File: src/rtl/pipediv_pkg.sv
// Shared constants for the pipelined restoring divider (pipediv_stream).
// The optional signed mode is enabled by defining PIPEDIV_SIGNED_EN.
package pipediv_pkg;

  // Fill bits for the result when the divisor is zero.
  localparam logic DBZ_QUO_BIT = 1'b1;
  localparam logic DBZ_REM_BIT = 1'b0;

  // Default widths shared by the top level and its stages.
  localparam int DEF_DIVIDEND = 8;
  localparam int DEF_DIVISOR  = 4;
  localparam int DEF_TAG_W    = 4;

endpackage

File: src/rtl/pipediv_stage.sv
// One restoring-division step and its pipeline register. The LAST instance
// also applies the sign and divide-by-zero fix-ups before registering.
module pipediv_stage
  import pipediv_pkg::*;
#(
  parameter int DIVIDEND = DEF_DIVIDEND,
  parameter int DIVISOR  = DEF_DIVISOR,
  parameter int TAG_W    = DEF_TAG_W,
  parameter bit LAST     = 1'b0
) (
  input  logic                clock,
  input  logic                reset_n,
  input  logic                en,
  input  logic                prev_valid,
  input  logic [DIVISOR-1:0]  prev_rem,
  input  logic [DIVIDEND-1:0] prev_dvd,
  input  logic [DIVIDEND-1:0] prev_quo,
  input  logic [DIVISOR-1:0]  prev_dvs,
  input  logic [TAG_W-1:0]    prev_tag,
  input  logic                prev_dbz,
  input  logic                prev_qneg,
  input  logic                prev_rneg,
  output logic                valid_r,
  output logic [DIVISOR-1:0]  rem_r,
  output logic [DIVIDEND-1:0] dvd_r,
  output logic [DIVIDEND-1:0] quo_r,
  output logic [DIVISOR-1:0]  dvs_r,
  output logic [TAG_W-1:0]    tag_r,
  output logic                dbz_r,
  output logic                qneg_r,
  output logic                rneg_r
);

  logic [DIVISOR:0]    trial_s;
  logic [DIVISOR:0]    diff_s;
  logic                qbit_s;
  logic [DIVIDEND-1:0] quo_s;
  logic [DIVISOR-1:0]  rem_s;
  logic [DIVIDEND-1:0] quo_fix_s;
  logic [DIVISOR-1:0]  rem_fix_s;
  logic                unused_s;

  // The extra top bit keeps the compare exact when the shifted remainder overflows DIVISOR bits.
  assign trial_s  = {prev_rem, prev_dvd[DIVIDEND-1]};
  assign diff_s   = trial_s - {1'b0, prev_dvs};
  assign qbit_s   = (trial_s >= {1'b0, prev_dvs});
  assign unused_s = ^{diff_s[DIVISOR], prev_quo[DIVIDEND-1]};

  // Restoring step, then final-stage sign and divide-by-zero overrides.
  always_comb begin
    quo_s     = {prev_quo[DIVIDEND-2:0], qbit_s};
    rem_s     = qbit_s ? diff_s[DIVISOR-1:0] : trial_s[DIVISOR-1:0];
    quo_fix_s = quo_s;
    rem_fix_s = rem_s;
    if (LAST && prev_dbz) begin
      quo_fix_s = {DIVIDEND{DBZ_QUO_BIT}};
      rem_fix_s = {DIVISOR{DBZ_REM_BIT}};
    end else if (LAST) begin
      quo_fix_s = prev_qneg ? -quo_s : quo_s;
      rem_fix_s = prev_rneg ? -rem_s : rem_s;
    end else begin
      quo_fix_s = quo_s;
      rem_fix_s = rem_s;
    end
  end

  // Stage register; holds everything, bubbles included, while the pipe is stalled.
  always_ff @(posedge clock or negedge reset_n) begin
    if (!reset_n) begin
      valid_r <= 1'b0;
      rem_r   <= {DIVISOR{1'b0}};
      dvd_r   <= {DIVIDEND{1'b0}};
      quo_r   <= {DIVIDEND{1'b0}};
      dvs_r   <= {DIVISOR{1'b0}};
      tag_r   <= {TAG_W{1'b0}};
      dbz_r   <= 1'b0;
      qneg_r  <= 1'b0;
      rneg_r  <= 1'b0;
    end else if (en) begin
      valid_r <= prev_valid;
      rem_r   <= rem_fix_s;
      dvd_r   <= {prev_dvd[DIVIDEND-2:0], 1'b0};
      quo_r   <= quo_fix_s;
      dvs_r   <= prev_dvs;
      tag_r   <= prev_tag;
      dbz_r   <= prev_dbz;
      qneg_r  <= prev_qneg;
      rneg_r  <= prev_rneg;
    end
  end

endmodule

File: src/rtl/pipediv_stream.sv
// Pipelined restoring divider, one quotient bit per stage, valid/ready stream
// with global stall. Define PIPEDIV_SIGNED_EN to add the is_signed port.
module pipediv_stream
  import pipediv_pkg::*;
#(
  parameter int DIVIDEND = DEF_DIVIDEND,
  parameter int DIVISOR  = DEF_DIVISOR,
  parameter int TAG_W    = DEF_TAG_W
) (
  input  logic                clock,
  input  logic                reset_n,
  input  logic                in_valid,
  output logic                in_ready,
  input  logic [DIVIDEND-1:0] dividend,
  input  logic [DIVISOR-1:0]  divisor,
  input  logic [TAG_W-1:0]    in_tag,
`ifdef PIPEDIV_SIGNED_EN
  input  logic                is_signed,
`endif
  output logic                out_valid,
  input  logic                out_ready,
  output logic [DIVIDEND-1:0] quotient,
  output logic [DIVISOR-1:0]  remainder,
  output logic                div_by_zero,
  output logic [TAG_W-1:0]    out_tag
);

  logic                adv_s;
  logic                sgn_s;
  logic                dvd_neg_s;
  logic                dvs_neg_s;
  logic [DIVIDEND-1:0] dvd_mag_s;
  logic [DIVISOR-1:0]  dvs_mag_s;
  logic                unused_s;

  logic                in_valid_r;
  logic [DIVIDEND-1:0] in_dvd_r;
  logic [DIVISOR-1:0]  in_dvs_r;
  logic [TAG_W-1:0]    in_tag_r;
  logic                in_dbz_r;
  logic                in_qneg_r;
  logic                in_rneg_r;

  logic                stg_valid_r [DIVIDEND];
  logic [DIVISOR-1:0]  stg_rem_r   [DIVIDEND];
  logic [DIVIDEND-1:0] stg_dvd_r   [DIVIDEND];
  logic [DIVIDEND-1:0] stg_quo_r   [DIVIDEND];
  logic [DIVISOR-1:0]  stg_dvs_r   [DIVIDEND];
  logic [TAG_W-1:0]    stg_tag_r   [DIVIDEND];
  logic                stg_dbz_r   [DIVIDEND];
  logic                stg_qneg_r  [DIVIDEND];
  logic                stg_rneg_r  [DIVIDEND];

`ifdef PIPEDIV_SIGNED_EN
  assign sgn_s = is_signed;
`else
  assign sgn_s = 1'b0;
`endif

  // A full output blocks the whole pipe; a drained or accepted one lets it move.
  assign adv_s    = !stg_valid_r[DIVIDEND-1] || out_ready;
  assign in_ready = adv_s;

  // Signed operands are reduced to magnitudes; signs travel with the operation.
  assign dvd_neg_s = sgn_s & dividend[DIVIDEND-1];
  assign dvs_neg_s = sgn_s & divisor[DIVISOR-1];
  assign dvd_mag_s = dvd_neg_s ? -dividend : dividend;
  assign dvs_mag_s = dvs_neg_s ? -divisor : divisor;

  // Operand capture register feeding the first restoring stage.
  always_ff @(posedge clock or negedge reset_n) begin
    if (!reset_n) begin
      in_valid_r <= 1'b0;
      in_dvd_r   <= {DIVIDEND{1'b0}};
      in_dvs_r   <= {DIVISOR{1'b0}};
      in_tag_r   <= {TAG_W{1'b0}};
      in_dbz_r   <= 1'b0;
      in_qneg_r  <= 1'b0;
      in_rneg_r  <= 1'b0;
    end else if (adv_s) begin
      in_valid_r <= in_valid;
      in_dvd_r   <= dvd_mag_s;
      in_dvs_r   <= dvs_mag_s;
      in_tag_r   <= in_tag;
      in_dbz_r   <= (divisor == {DIVISOR{1'b0}});
      in_qneg_r  <= dvd_neg_s ^ dvs_neg_s;
      in_rneg_r  <= dvd_neg_s;
    end
  end

  for (genvar k = 0; k < DIVIDEND; k++) begin : g_stage
    if (k == 0) begin : g_first
      pipediv_stage #(
        .DIVIDEND(DIVIDEND), .DIVISOR(DIVISOR), .TAG_W(TAG_W), .LAST(1'b0)
      ) u_stage (
        .clock(clock), .reset_n(reset_n), .en(adv_s),
        .prev_valid(in_valid_r), .prev_rem({DIVISOR{1'b0}}), .prev_dvd(in_dvd_r),
        .prev_quo({DIVIDEND{1'b0}}), .prev_dvs(in_dvs_r), .prev_tag(in_tag_r),
        .prev_dbz(in_dbz_r), .prev_qneg(in_qneg_r), .prev_rneg(in_rneg_r),
        .valid_r(stg_valid_r[k]), .rem_r(stg_rem_r[k]), .dvd_r(stg_dvd_r[k]),
        .quo_r(stg_quo_r[k]), .dvs_r(stg_dvs_r[k]), .tag_r(stg_tag_r[k]),
        .dbz_r(stg_dbz_r[k]), .qneg_r(stg_qneg_r[k]), .rneg_r(stg_rneg_r[k])
      );
    end else begin : g_rest
      pipediv_stage #(
        .DIVIDEND(DIVIDEND), .DIVISOR(DIVISOR), .TAG_W(TAG_W), .LAST(k == DIVIDEND - 1)
      ) u_stage (
        .clock(clock), .reset_n(reset_n), .en(adv_s),
        .prev_valid(stg_valid_r[k-1]), .prev_rem(stg_rem_r[k-1]), .prev_dvd(stg_dvd_r[k-1]),
        .prev_quo(stg_quo_r[k-1]), .prev_dvs(stg_dvs_r[k-1]), .prev_tag(stg_tag_r[k-1]),
        .prev_dbz(stg_dbz_r[k-1]), .prev_qneg(stg_qneg_r[k-1]), .prev_rneg(stg_rneg_r[k-1]),
        .valid_r(stg_valid_r[k]), .rem_r(stg_rem_r[k]), .dvd_r(stg_dvd_r[k]),
        .quo_r(stg_quo_r[k]), .dvs_r(stg_dvs_r[k]), .tag_r(stg_tag_r[k]),
        .dbz_r(stg_dbz_r[k]), .qneg_r(stg_qneg_r[k]), .rneg_r(stg_rneg_r[k])
      );
    end
  end

  assign out_valid   = stg_valid_r[DIVIDEND-1];
  assign quotient    = stg_quo_r[DIVIDEND-1];
  assign remainder   = stg_rem_r[DIVIDEND-1];
  assign div_by_zero = stg_dbz_r[DIVIDEND-1];
  assign out_tag     = stg_tag_r[DIVIDEND-1];

  assign unused_s = ^{stg_dvd_r[DIVIDEND-1], stg_dvs_r[DIVIDEND-1],
                      stg_qneg_r[DIVIDEND-1], stg_rneg_r[DIVIDEND-1]};

endmodule

File: config.mk
export PLATFORM = sky130hd
export DESIGN_NAME = pipediv_stream
export DESIGN_NICKNAME = d
export VERILOG_FILES = /design/src/rtl/pipediv_pkg.sv /design/src/rtl/pipediv_stage.sv /design/src/rtl/pipediv_stream.sv
export SDC_FILE = /design/constraint.sdc
export NUM_CORES = 1
export LEC_CHECK = 0
export CORE_MARGIN = 2
export CORE_UTILIZATION = 50
export DETAILED_ROUTE_END_ITERATION = 12
export PLACE_DENSITY = 0.67
export SLEW_MARGIN = 20
export SYNTH_ARGS = -nofsm -noshare
export SYNTH_HDL_FRONTEND = slang
export SYNTH_HIERARCHICAL = 1
export SYNTH_SLANG_ARGS = --single-unit
File: constraint.sdc
create_clock -name clock -period 2.5 [get_ports clock]
set_clock_uncertainty 0.2 [all_clocks]
set_input_delay 0.5 -clock clock [delete_from_list [all_inputs] [get_ports clock]]
set_output_delay 0.5 -clock clock [all_outputs]
set_load 0.05 [all_outputs]
== Yosys cells after proc, flatten, opt, wreduce, memory -nomap -nowiden ==
Cells that the tools add are included.
Widths: inputs -> output; s select.

* Order comparisons: 8
* Add/subtract/negate cells: 8
* Reduce and logical (&&, ||, !) cells: 3
* Muxes and demuxes: 10

{| class="wikitable"
|+ Operators by type and width
! cell !! number
|-
| $mux 4 || 9
|-
| $ge 5x4->1 || 7
|-
| $sub 4x4->4 || 7
|-
| $mux 8 || 1
|-
| $ge 1x4->1 || 1
|-
| $logic_not 4->1 || 1
|-
| $sub 1x4->4 || 1
|-
| $logic_not 1->1 || 1
|-
| $logic_or 1x1->1 || 1
|}

* Bits in registers: 190
* Input port bits: 20

== Depth between registers and ports, before layout ==
* Depth after elaboration: 3
* Depth in mapped cells: 12

== Hierarchy ==
The synthesis kept the hierarchy.

{| class="wikitable"
|+ By module, submodules not included
! module !! cells each !! times used !! area an instance (um2)
|-
| pipediv_stage at g_stage[0].g_first.u_stage ... || 107 || 7 || 1415.1
|-
| pipediv_stage at g_stage[7].g_rest.u_stage || 137 || 1 || 1601.5
|-
| pipediv_stream || 41 || 1 || 742.0
|}

== Worst setup path before layout ==
Ideal clock, no wire load.

* Kind: register to register
* Start: register g_stage[7].g_rest.u_stage.valid_r
* End: register g_stage[7].g_rest.u_stage/dvd_r[1] (netlist name)
* Clock period less this slack: 2.342 ns
* Data required time: 2.175 ns
* Path slack: 0.158 ns
* Stages on the path, launching flop included: 7
* Library setup time: 0.125 ns
* Path buffers: 4
* Arrival time: 2.018 ns
* Path through: dfrtp_1 > nand2b_4 > buf_6 > buf_12 > clkbuf_1 > buf_2 > mux2_2

{| class="wikitable"
|+ RTL lines
! item !! RTL line !! text
|-
| from (decl) || pipediv_stage.sv:23 || <nowiki>output logic valid_r,</nowiki>
|-
| from (signal assigned) || pipediv_stage.sv:80 || <nowiki>valid_r <= prev_valid;</nowiki>
|}

== Worst setup path after layout ==
* Start: register g_stage[6].g_rest.u_stage.rem_r[1]
* End: register g_stage[7].g_rest.u_stage.rem_r[1]

* Longest elaborated chain between the ends: 3

{| class="wikitable"
|+ Ends and longest elaborated chain
! item !! RTL line !! text
|-
| from (decl) || pipediv_stage.sv:24 || <nowiki>output logic [DIVISOR-1:0] rem_r,</nowiki>
|-
| from (signal assigned) || pipediv_stage.sv:71 || <nowiki>rem_r <= {DIVISOR{1'b0}};</nowiki>
|-
| from (signal assigned) || pipediv_stage.sv:81 || <nowiki>rem_r <= rem_fix_s;</nowiki>
|-
| $ge 5x4->1 || pipediv_stage.sv:46 || <nowiki>assign qbit_s = (trial_s >= {1'b0, prev_dvs});</nowiki>
|-
| $mux 4 || pipediv_stage.sv:52 || <nowiki>rem_s = qbit_s ? diff_s[DIVISOR-1:0] : trial_s[DIVISOR-1:0];</nowiki>
|-
| $mux 4 || pipediv_stage.sv:55 || <nowiki>if (LAST && prev_dbz) begin</nowiki>
|-
| to (signal assigned) || pipediv_stage.sv:71 ||
|-
| to (signal assigned) || pipediv_stage.sv:81 ||
|-
| to (decl) || pipediv_stage.sv:24 ||
|}

No other way between the ends.
A chain may end at the register's enable or synchronous reset.

==> metrics.cfg <==
[setup_path]
crit_chain = ha_1 > o21ai_1 > a22oi_4 > inv_4 > mux2i_4 > ha_1 > nand2_1 > o21ai_1 > a22o_1
cp_slowest_cell = dfrtp_1
reg2reg_to = g_stage[7].g_rest.u_stage/rem_r[1]
regToRegSetupSlack_ns = 0.11
path_delay_family = adder cells
arrival_ns = 2.57
worstReg2RegStart = g_stage[6].g_rest.u_stage/rem_r[1]
critPathLaunch = g_stage[6].g_rest.u_stage/rem_r[1]
cp_num_cells = 9
crit_end = g_stage[7].g_rest.u_stage/rem_r[1]
critical_path_class = register to register
required_ns = 2.67
path_max_fanout = 6
rr_worst_depth = 9
start_kind = register
endpoint_kind = register
cp_num_buf_inv = 1
cpPeakStageDelay_ns = 0.41

[clocking]
cts_max_level = 1
clock_latency_ns = 0.50
cts_buffer_depth = 3
cts_inserted_buffers = 21
cts_tree = done
numClockSinks = 204
clk_pin_slew_ns = 0.06
root_buffer = clkbuf_16

[global_route]
grtUsageTotal = 0.177
grt_pass1_wl_um = 30400
grt_max_degree = 51
first_global_vias = 6188
grt-ovfl-total = 0
antenna_found_initial = 0

[power_and_ir_drop]
powerDensity_mw_per_mm2 = 1570
worst_ir_drop_vdd_mv = 0.753
p_leak_nw = 5.00

[synth]
ys_warn_count = 6
synth_cells = 787
synthesis.area_mm2 = 0.00991
syn_area_per_cell_um2 = 12.6

[floorplan]
start_util = 0.509
rows = 51
fp.dieW_um = 145
fp.coreArea_mm2 = 0.0195
die-area_mm2 = 0.0210
ioPinCount = 39
fp.dieH_um = 145

[timing]
setup_viol = 0
slew_headroom = 0.643
period_needed_ns = 2.39
hold_viol_final = 0
fmax_mhz = 418
tightest_slew_ns = 0.533
fin_hold_ws_ns = 0.282
fin_crit_sh = 0.958
fin_tns_setup_ns = 0
drv_slew = 0

[placement]
dp_hpwl_um = 12500
place.gp.congestion = 0.802
place_inst = 1086
numPortBuffers = 38

[layout]
drive_above_1_share = 0.272
layout.cells.non_filler = 1126
nets = 908
fillers = 1512
utilization = 0.591
antenna_cells = 0
area_growth_pct = 16.1

[detailed_routing]
dr.pass1.iters = 6
via_count = 6196
routed_wl_um = 17600
drc_errors = 0
routedWlPerCell_um = 15.6
drt_iter0_drc = 329
via_per_inst = 5.50
ant_nets = 0

[hold_path]
hold_path_class = register to register

[run]
maxCapViolations = 0

[outcome]
outcome = finished clean

## layout by cell type, fill, tap and decap left out, drive strengths merged, types with 7 or more instances in the layout
cell type      count
buf               23
a2111o             7
nand2             14
dfrtp            204
a311oi             7
xnor2             10
o21ai             40
a2111oi            7
a31o               7
nor2b              9
or3                9
a31oi             21
inv               50
nand2b             9
nand3b             7
a21oi             38
nor3b              7
fa                 8
or2               14
mux2             157
nand3              7
conb              11
a21o               7
o2bb2ai            7
clkbuf            29
clkinv             8
nor2              41
xor2               7
nor3               7
clkdlybuf4s50     35
ha                34
## worst reg2reg max path, delay by kind of cell (launching register included)
kind	cells	cell delay, ns
buffers and inverters	1	0.12
flip-flops	1	0.41
AND/OR/NAND/NOR	1	0.07
multiplexers	1	0.24
adder cells (fa/ha/maj)	2	0.62
AO/OA/AOI/OAI	4	0.62
## area by class of cell
| cell class | count | area [µm²] | share of cell area |
|---|---|---|---|
| Sequential cell | 204 | 5110 | 0.444 |
| Multi-Input combinational cell | 508 | 4470 | 0.389 |
| Timing Repair Buffer | 61 | 709 | 0.0617 |
| Clock buffer | 28 | 592 | 0.0514 |
| Tap cell | 265 | 332 | 0.0288 |
| Inverter | 50 | 190 | 0.0165 |
| Clock inverter | 10 | 104 | 0.00903 |
## registers in the layout, indices dropped and copies added (netlist names), 6 cells and up
name / flops
g_stage.g_rest.u_stage/tag_r: 28
g_stage.g_rest.u_stage/rem_r: 28
g_stage.g_first.u_stage/dvd_r: 7
g_stage.g_rest.u_stage/dvd_r: 21
g_stage.g_rest.u_stage/valid_r: 7
in_dvd_r: 8
g_stage.g_rest.u_stage/qneg_r: 6
g_stage.g_rest.u_stage/quo_r: 35
g_stage.g_rest.u_stage/dvs_r: 24
g_stage.g_rest.u_stage/rneg_r: 6
g_stage.g_rest.u_stage/dbz_r: 7
## per-stage QoR
| stage | cell area (µm²) | setup slack, ns | total power (W) |
|---|---|---|---|
| 6_report | 11500 | 0.105 | 0.0181 |
| 5_1_grt | 11500 | -0.0179 | 0.0194 |
| 4_1_cts | 11500 | 0.0274 | 0.0181 |
| 3_5_place_dp | 10800 | 0.0327 | 0.0148 |
| 3_3_place_gp | 10800 | 0.173 | 0.0144 |
| 2_1_floorplan | 9950 | 0.219 | 0.0127 |
## power by group
part           internal (W)  switching [W]  leakage, nW
clock network       0.00187        0.00124        0.351
registers           0.00492        0.00109         2.38
logic               0.00440        0.00455         2.27
## worst min-delay path by stage
stage                     cells after the start  slack [ns]                          startpoint                                  to
final                                         1        0.28  g_stage[3].g_rest.u_stage/dvd_r[7]  g_stage[3].g_rest.u_stage/dvd_r[7]
after global routing                          1        0.31  g_stage[5].g_rest.u_stage/quo_r[4]  g_stage[5].g_rest.u_stage/quo_r[4]
after CTS                                     1        0.29  g_stage[3].g_rest.u_stage/dvd_r[7]  g_stage[3].g_rest.u_stage/dvd_r[7]
after detailed placement                      1        0.27                             reset_n  g_stage[4].g_rest.u_stage/rem_r[3]
after global placement                        1        0.27  g_stage[3].g_rest.u_stage/dvd_r[7]  g_stage[3].g_rest.u_stage/dvd_r[7]
after floorplan                               0       0.004                             reset_n    g_stage[0].g_first.u_stage/dbz_r
## metal layers
| layer | up-vias | part of all wire | global-route usage |
|---|---|---|---|
| met5 | - | 0 | 0 |
| met4 | 0 | 0.025 | 0.0552 |
| met3 | 37 | 0.030 | 0.0267 |
| met2 | 107 | 0.50 | 0.297 |
| met1 | 3115 | 0.45 | 0.238 |
| li1 | 2937 | - | - |
## repair_timing
action / in CTS / in global routing
endpoints found under the hold margin: 40 / 0
gates resized for setup: 0 / 6
endpoints found under the setup margin: 0 / 3
hold buffers: 1 / 0
buffers inserted: 0 / 1
(Power assumes the default switching activity.)
